==> config.mk <==
export PLATFORM = sky130hd
export DESIGN_NAME = mult_div_sequencer
export DESIGN_NICKNAME = d
export VERILOG_FILES = /design/src/rtl/mult_div_sequencer.sv
export SDC_FILE = /design/constraint.sdc
export NUM_CORES = 1
export LEC_CHECK = 0
export BUFFER_PORTS_ARGS = -buffer_cell sky130_fd_sc_hd__buf_4
export CORE_MARGIN = 3
export CORE_UTILIZATION = 30
export CTS_BUF_LIST = sky130_fd_sc_hd__clkbuf_8 sky130_fd_sc_hd__clkbuf_16
export DETAILED_ROUTE_END_ITERATION = 10
export GPL_ROUTABILITY_DRIVEN = 0
export PLACE_DENSITY_LB_ADDON = 0.3
export SETUP_SLACK_MARGIN = 0.1
export SYNTH_ARGS = -nofsm -noshare
export SYNTH_HDL_FRONTEND = slang
export SYNTH_SLANG_ARGS = --single-unit
==> constraint.sdc <==
create_clock -name clk -period 5.8 [get_ports clk]
set_input_delay 0.29 -clock clk [delete_from_list [all_inputs] [get_ports clk]]
set_output_delay 0.29 -clock clk [all_outputs]
set_load 0.01 [all_outputs]
==> src/rtl/mult_div_sequencer.sv <==
// Sequential signed multiplier (radix-2 Booth) and restoring divider sharing one datapath.
// Optional macro MULTDIV_DIVZERO_EN: divide by zero finishes in one cycle and raises divZero.
module mult_div_sequencer #(
    parameter int WIDTH = 32
) (
    input  logic             clk,
    input  logic             reset,
    input  logic             multOp,
    input  logic             divOp,
    input  logic [WIDTH-1:0] opA,
    input  logic [WIDTH-1:0] opB,
    output logic             busy,
    output logic             done,
    output logic             hiLoWrite,
    output logic             divZero,
    output logic [WIDTH-1:0] hiOut,
    output logic [WIDTH-1:0] loOut
);

    localparam int CW = $clog2(WIDTH) + 1;
    localparam logic [CW-1:0] CNT_LAST = CW'(WIDTH);
    localparam logic [CW-1:0] CNT_ONE  = {{(CW-1){1'b0}}, 1'b1};

    typedef enum logic [2:0] {
        S_IDLE = 3'd0,
        S_MULT = 3'd1,
        S_DIV  = 3'd2,
        S_FIX  = 3'd3,
        S_DONE = 3'd4
    } state_t;

    function automatic logic [WIDTH-1:0] neg_w(input logic [WIDTH-1:0] x);
        return {WIDTH{1'b0}} - x;
    endfunction

    function automatic logic [WIDTH-1:0] abs_w(input logic [WIDTH-1:0] x);
        return x[WIDTH-1] ? neg_w(x) : x;
    endfunction

    state_t           state_q, state_d;
    logic [CW-1:0]    cnt_q, cnt_d;
    logic [WIDTH:0]   acc_q, acc_d;      // Booth accumulator / partial remainder
    logic [WIDTH-1:0] qr_q, qr_d;        // multiplier / quotient shift register
    logic [WIDTH-1:0] m_q, m_d;          // multiplicand / divisor magnitude
    logic             q1_q, q1_d;
    logic             negq_q, negq_d;
    logic             negr_q, negr_d;
    logic [WIDTH-1:0] hi_q, hi_d;
    logic [WIDTH-1:0] lo_q, lo_d;
    logic             busy_q, busy_d;
    logic             done_q, done_d;
    logic             hilo_q, hilo_d;
    logic             dz_d;
    logic [WIDTH:0]   booth_sum;
    logic [WIDTH:0]   rem_sh;
    logic [WIDTH:0]   rem_diff;

    // Next-state, datapath iteration and registered-output decode.
    always_comb begin
        state_d   = state_q;
        cnt_d     = cnt_q;
        acc_d     = acc_q;
        qr_d      = qr_q;
        m_d       = m_q;
        q1_d      = q1_q;
        negq_d    = negq_q;
        negr_d    = negr_q;
        hi_d      = hi_q;
        lo_d      = lo_q;
        dz_d      = 1'b0;
        booth_sum = acc_q;
        rem_sh    = {acc_q[WIDTH-1:0], qr_q[WIDTH-1]};
        rem_diff  = rem_sh - {1'b0, m_q};
        case (state_q)
            S_IDLE: begin
                if (divOp) begin
                    cnt_d   = {CW{1'b0}};
                    acc_d   = {(WIDTH+1){1'b0}};
                    qr_d    = abs_w(opA);
                    m_d     = abs_w(opB);
                    q1_d    = 1'b0;
                    // A zero divisor keeps the all-ones quotient unsigned.
                    negq_d  = (opA[WIDTH-1] ^ opB[WIDTH-1]) && (opB != {WIDTH{1'b0}});
                    negr_d  = opA[WIDTH-1];
                    state_d = S_DIV;
`ifdef MULTDIV_DIVZERO_EN
                    if (opB == {WIDTH{1'b0}}) begin
                        state_d = S_DONE;
                        dz_d    = 1'b1;
                    end else begin
                        state_d = S_DIV;
                    end
`endif
                end else if (multOp) begin
                    cnt_d   = {CW{1'b0}};
                    acc_d   = {(WIDTH+1){1'b0}};
                    qr_d    = opB;
                    m_d     = opA;
                    q1_d    = 1'b0;
                    state_d = S_MULT;
                end else begin
                    state_d = S_IDLE;
                end
            end
            S_MULT: begin
                if (cnt_q == CNT_LAST) begin
                    hi_d    = acc_q[WIDTH-1:0];
                    lo_d    = qr_q;
                    state_d = S_DONE;
                end else begin
                    case ({qr_q[0], q1_q})
                        2'b01:   booth_sum = acc_q + {m_q[WIDTH-1], m_q};
                        2'b10:   booth_sum = acc_q - {m_q[WIDTH-1], m_q};
                        default: booth_sum = acc_q;
                    endcase
                    {acc_d, qr_d, q1_d} = {booth_sum[WIDTH], booth_sum, qr_q};
                    cnt_d = cnt_q + CNT_ONE;
                end
            end
            S_DIV: begin
                if (cnt_q == CNT_LAST) begin
                    state_d = S_FIX;
                end else begin
                    if (!rem_diff[WIDTH]) begin
                        acc_d = rem_diff;
                        qr_d  = {qr_q[WIDTH-2:0], 1'b1};
                    end else begin
                        acc_d = rem_sh;
                        qr_d  = {qr_q[WIDTH-2:0], 1'b0};
                    end
                    cnt_d = cnt_q + CNT_ONE;
                end
            end
            S_FIX: begin
                hi_d    = negr_q ? neg_w(acc_q[WIDTH-1:0]) : acc_q[WIDTH-1:0];
                lo_d    = negq_q ? neg_w(qr_q) : qr_q;
                state_d = S_DONE;
            end
            S_DONE: begin
                state_d = S_IDLE;
            end
            default: begin
                state_d = S_IDLE;
            end
        endcase
        busy_d = (state_d == S_MULT) || (state_d == S_DIV) || (state_d == S_FIX);
        done_d = (state_d == S_DONE);
        hilo_d = done_d && !dz_d;
    end

    // State, datapath and output registers.
    always_ff @(posedge clk or negedge reset) begin
        if (!reset) begin
            state_q <= S_IDLE;
            cnt_q   <= {CW{1'b0}};
            acc_q   <= {(WIDTH+1){1'b0}};
            qr_q    <= {WIDTH{1'b0}};
            m_q     <= {WIDTH{1'b0}};
            q1_q    <= 1'b0;
            negq_q  <= 1'b0;
            negr_q  <= 1'b0;
            hi_q    <= {WIDTH{1'b0}};
            lo_q    <= {WIDTH{1'b0}};
            busy_q  <= 1'b0;
            done_q  <= 1'b0;
            hilo_q  <= 1'b0;
        end else begin
            state_q <= state_d;
            cnt_q   <= cnt_d;
            acc_q   <= acc_d;
            qr_q    <= qr_d;
            m_q     <= m_d;
            q1_q    <= q1_d;
            negq_q  <= negq_d;
            negr_q  <= negr_d;
            hi_q    <= hi_d;
            lo_q    <= lo_d;
            busy_q  <= busy_d;
            done_q  <= done_d;
            hilo_q  <= hilo_d;
        end
    end

`ifdef MULTDIV_DIVZERO_EN
    logic dz_q;

    // Divide-by-zero flag register.
    always_ff @(posedge clk or negedge reset) begin
        if (!reset) begin
            dz_q <= 1'b0;
        end else begin
            dz_q <= dz_d;
        end
    end

    assign divZero = dz_q;
`else
    assign divZero = 1'b0;
`endif

    assign busy      = busy_q;
    assign done      = done_q;
    assign hiLoWrite = hilo_q;
    assign hiOut     = hi_q;
    assign loOut     = lo_q;

endmodule
==> flow_summary.ini <==
[drt]
routed_wl_um = 47600
drc = 0
drtPass1Iterations = 7
via_per_inst = 5.50
wire_per_inst_um = 18.9
drtIter0Drc = 1058
vias = 13900
final_antenna_net_count = 0

[yosys]
synth_cell_types = 68
ys_ff_latch = 175
synth_edf_count = 0
ys.warnings.count = 0
ys_async_sr_fraction = 1.00
synth_area_sq_mm = 0.0145
netlist_instances = 1837
avgSynthCellArea_sq_um = 7.91
syn-num-nets = 1980
yosysSeqAreaShare = 0.301
synth_ff_type = dfrtp_1

[setup_path]
timing.rr.start = qr_q[31]
crit_required_ns = 6.17
rr_worst_depth = 18
reg2reg_slack_ns = 0.75
cp-endpoint = acc_q[28]
r2r_end = acc_q[28]
critPathArrivalTime_ns = 5.42
startpoint = qr_q[31]
startpoint_type = register
worstSetupPathType = reg -> reg
worst_setup_path_end_kind = register
path_max_fanout = 38

[global_route]
antenna_found_initial = 1
grt-ovfl-total = 0
first_global_vias = 13100
grt_use_total = 0.185
grt_pass1_wl_um = 75000
grt_max_degree = 78

[timing]
max_freq_mhz = 198
grt_setup_unrepaired = false
worst_slew_pin_slew_ns = 1.08
fin_crit_ns = 5.05
setup_violations = 0
maxSlewViolCount = 0
tns_ns = 0
post-route-period-util = 0.870
slew_headroom = 0.281
hold_viol = 0
finalClockSkew_ns = 0.0104

[cts]
clk_latency_ns = 0.47
cts_resized = 0
htreeDepth = 4
path_clk_slew_ns = 0.08
cts_sinks = 175
cts_tree = built
numCtsBuffers = 17
cts_root_buffer = clkbuf_16
clockBufferDepth = 2

[power_and_ir_drop]
leakage_uw = 0.00706
p_total_uw = 12200
p_per_area_mw_per_mm2 = 732
ir_drop_v = 0.000387

[min_path]
min_path_type = in -> reg
hold_start = opA[3]

[outcome]
status = finished, final reports clean

[final_layout]
antenna_cells = 0
fin_nets = 2036
fin_cells = 2521
fin_util = 0.349
syn_to_final_growth_pct = 14.7
finalInstanceArea_sq_mm = 0.0167
drive_gt1_frac = 0.117
fillCellCount = 5008

[placement]
place_hpwl_um = 36100
dpl.cell_count = 2488
io_buffers = 134
dpl_cell_area_sq_mm = 0.0161

[floorplanning]
rows = 80
pin_count = 136
initial_core_util = 0.304
die_x_um = 226
die_h_um = 226
die-area_sq_mm = 0.0511
fp.coreArea_sq_mm = 0.0478

[flow_run]
drv_cap = 0
==> critical path, cell delays in order (launching register included) <==
cell	delay, ns
dfrtp_1	0.43
inv_1	0.09
ha_1	0.17
inv_1	0.05
fa_1	0.42
a211o_1	0.32
a2111oi_4	0.46
a211oi_2	0.19
a311oi_2	0.44
nor2b_1	0.11
o41a_1	0.36
a22o_1	0.24
o21ai_1	0.15
a21oi_1	0.09
ha_1	0.32
buf_12	0.23
and2_1	0.45
a222oi_1	0.16
o221ai_1	0.22
==> flip-flops by register name, indices dropped and copies added (netlist names) <==
signal	cells
busy	1
state_q	3
hiOut	32
negq_q	1
negr_q	1
hiLoWrite	1
cnt_q	6
q1_q	1
loOut	32
m_q	32
qr_q	32
acc_q	33
==> where the power goes <==
part	internal, uW	switching (uW)	leakage [uW]	total [uW]
logic	3460	4950	0.00457	8400
clock network	614	588	0.000282	1200
registers	1800	800	0.00221	2600
total	5870	6330	0.00706	12200
==> logic make-up (layout without fill, tap and decap cells) <==
family                   after synthesis  in the layout  synth area share
AO/OA/AOI/OAI                        608            608             0.267
AND/OR/NAND/NOR                      565            565             0.175
flip-flops                           175            175             0.301
XOR/XNOR                             205            205             0.124
multiplexers                          27             27            0.0197
other                                  1              1          0.000258
buffers and inverters                181            250            0.0473
adder cells (fa/ha/maj)               75             75            0.0656
==> cells in the mapped netlist, drive strengths merged (16+ instances only) <==
library cell / n / area share
nand3: 19 / 0.0065
o41ai: 16 / 0.0096
o21ai: 233 / 0.080
nor3: 24 / 0.0083
dfrtp: 175 / 0.30
nand2: 255 / 0.066
a21o: 26 / 0.013
o31ai: 29 / 0.015
ha: 73 / 0.063
and3: 16 / 0.0069
nand2b: 20 / 0.0086
clkbuf: 107 / 0.028
xor2: 96 / 0.058
nor4: 22 / 0.0095
a211oi: 36 / 0.019
inv: 62 / 0.016
a31oi: 29 / 0.012
nor2: 137 / 0.035
a21oi: 96 / 0.033
a221oi: 51 / 0.031
o22ai: 24 / 0.010
xnor2: 109 / 0.066
==> cells in the final DEF (no fill, tap or decap), types with 62 or more instances in the layout <==
cell type,count
a21oi_1,94
buf_4,153
dfrtp_1,175
ha_1,73
inv_1,62
nand2_1,255
nor2_1,137
o21ai_0,216
xnor2_1,109
xor2_1,96
==> cell type report <==
type                    count  area (sq um)  area share
inverters                  62           233      0.0140
multi-input cells        1481          9510       0.570
flip-flops and latches    175          4380       0.263
clock inverters            15           166     0.00998
repair buffers            156          1190      0.0715
well taps                 615           769      0.0461
clock buffers              17           425      0.0255
==> per-layer routing <==
metal | up-vias | global-route usage | share of wire
li1 | 6758 | - | -
met1 | 6709 | 0.252 | 0.46
met2 | 336 | 0.305 | 0.47
met3 | 70 | 0.0240 | 0.045
met4 | 2 | 0.0625 | 0.024
met5 | - | 0 | 0.00023
==> worst min-delay path by stage <==
stage	end	slack, ns	cells after the start
after floorplan	acc_q[0]	-0.006	0
after global placement	hiOut[28]	0.36	1
after detailed placement	hiOut[28]	0.37	1
after CTS	m_q[3]	0.16	3
after global routing	m_q[3]	0.17	3
final	m_q[3]	0.18	3
==> through the flow <==
step           worst slack (ns)  hold WS [ns]
2_1_floorplan              1.18      -0.00559
3_3_place_gp              0.867         0.359
3_5_place_dp              0.803         0.371
4_1_cts                   0.799         0.156
5_1_grt                   0.417         0.175
6_report                  0.752         0.183
==> what timing repair did <==
| action | 4_1_cts | 5_1_grt |
|---|---|---|
| endpoints found under the setup margin | 0 | 0 |
| hold endpoints to repair | 74 | 0 |
| buffers inserted | 0 | 0 |
| hold buffers | 1 | 0 |
Power figures use the tool's default switching activity.
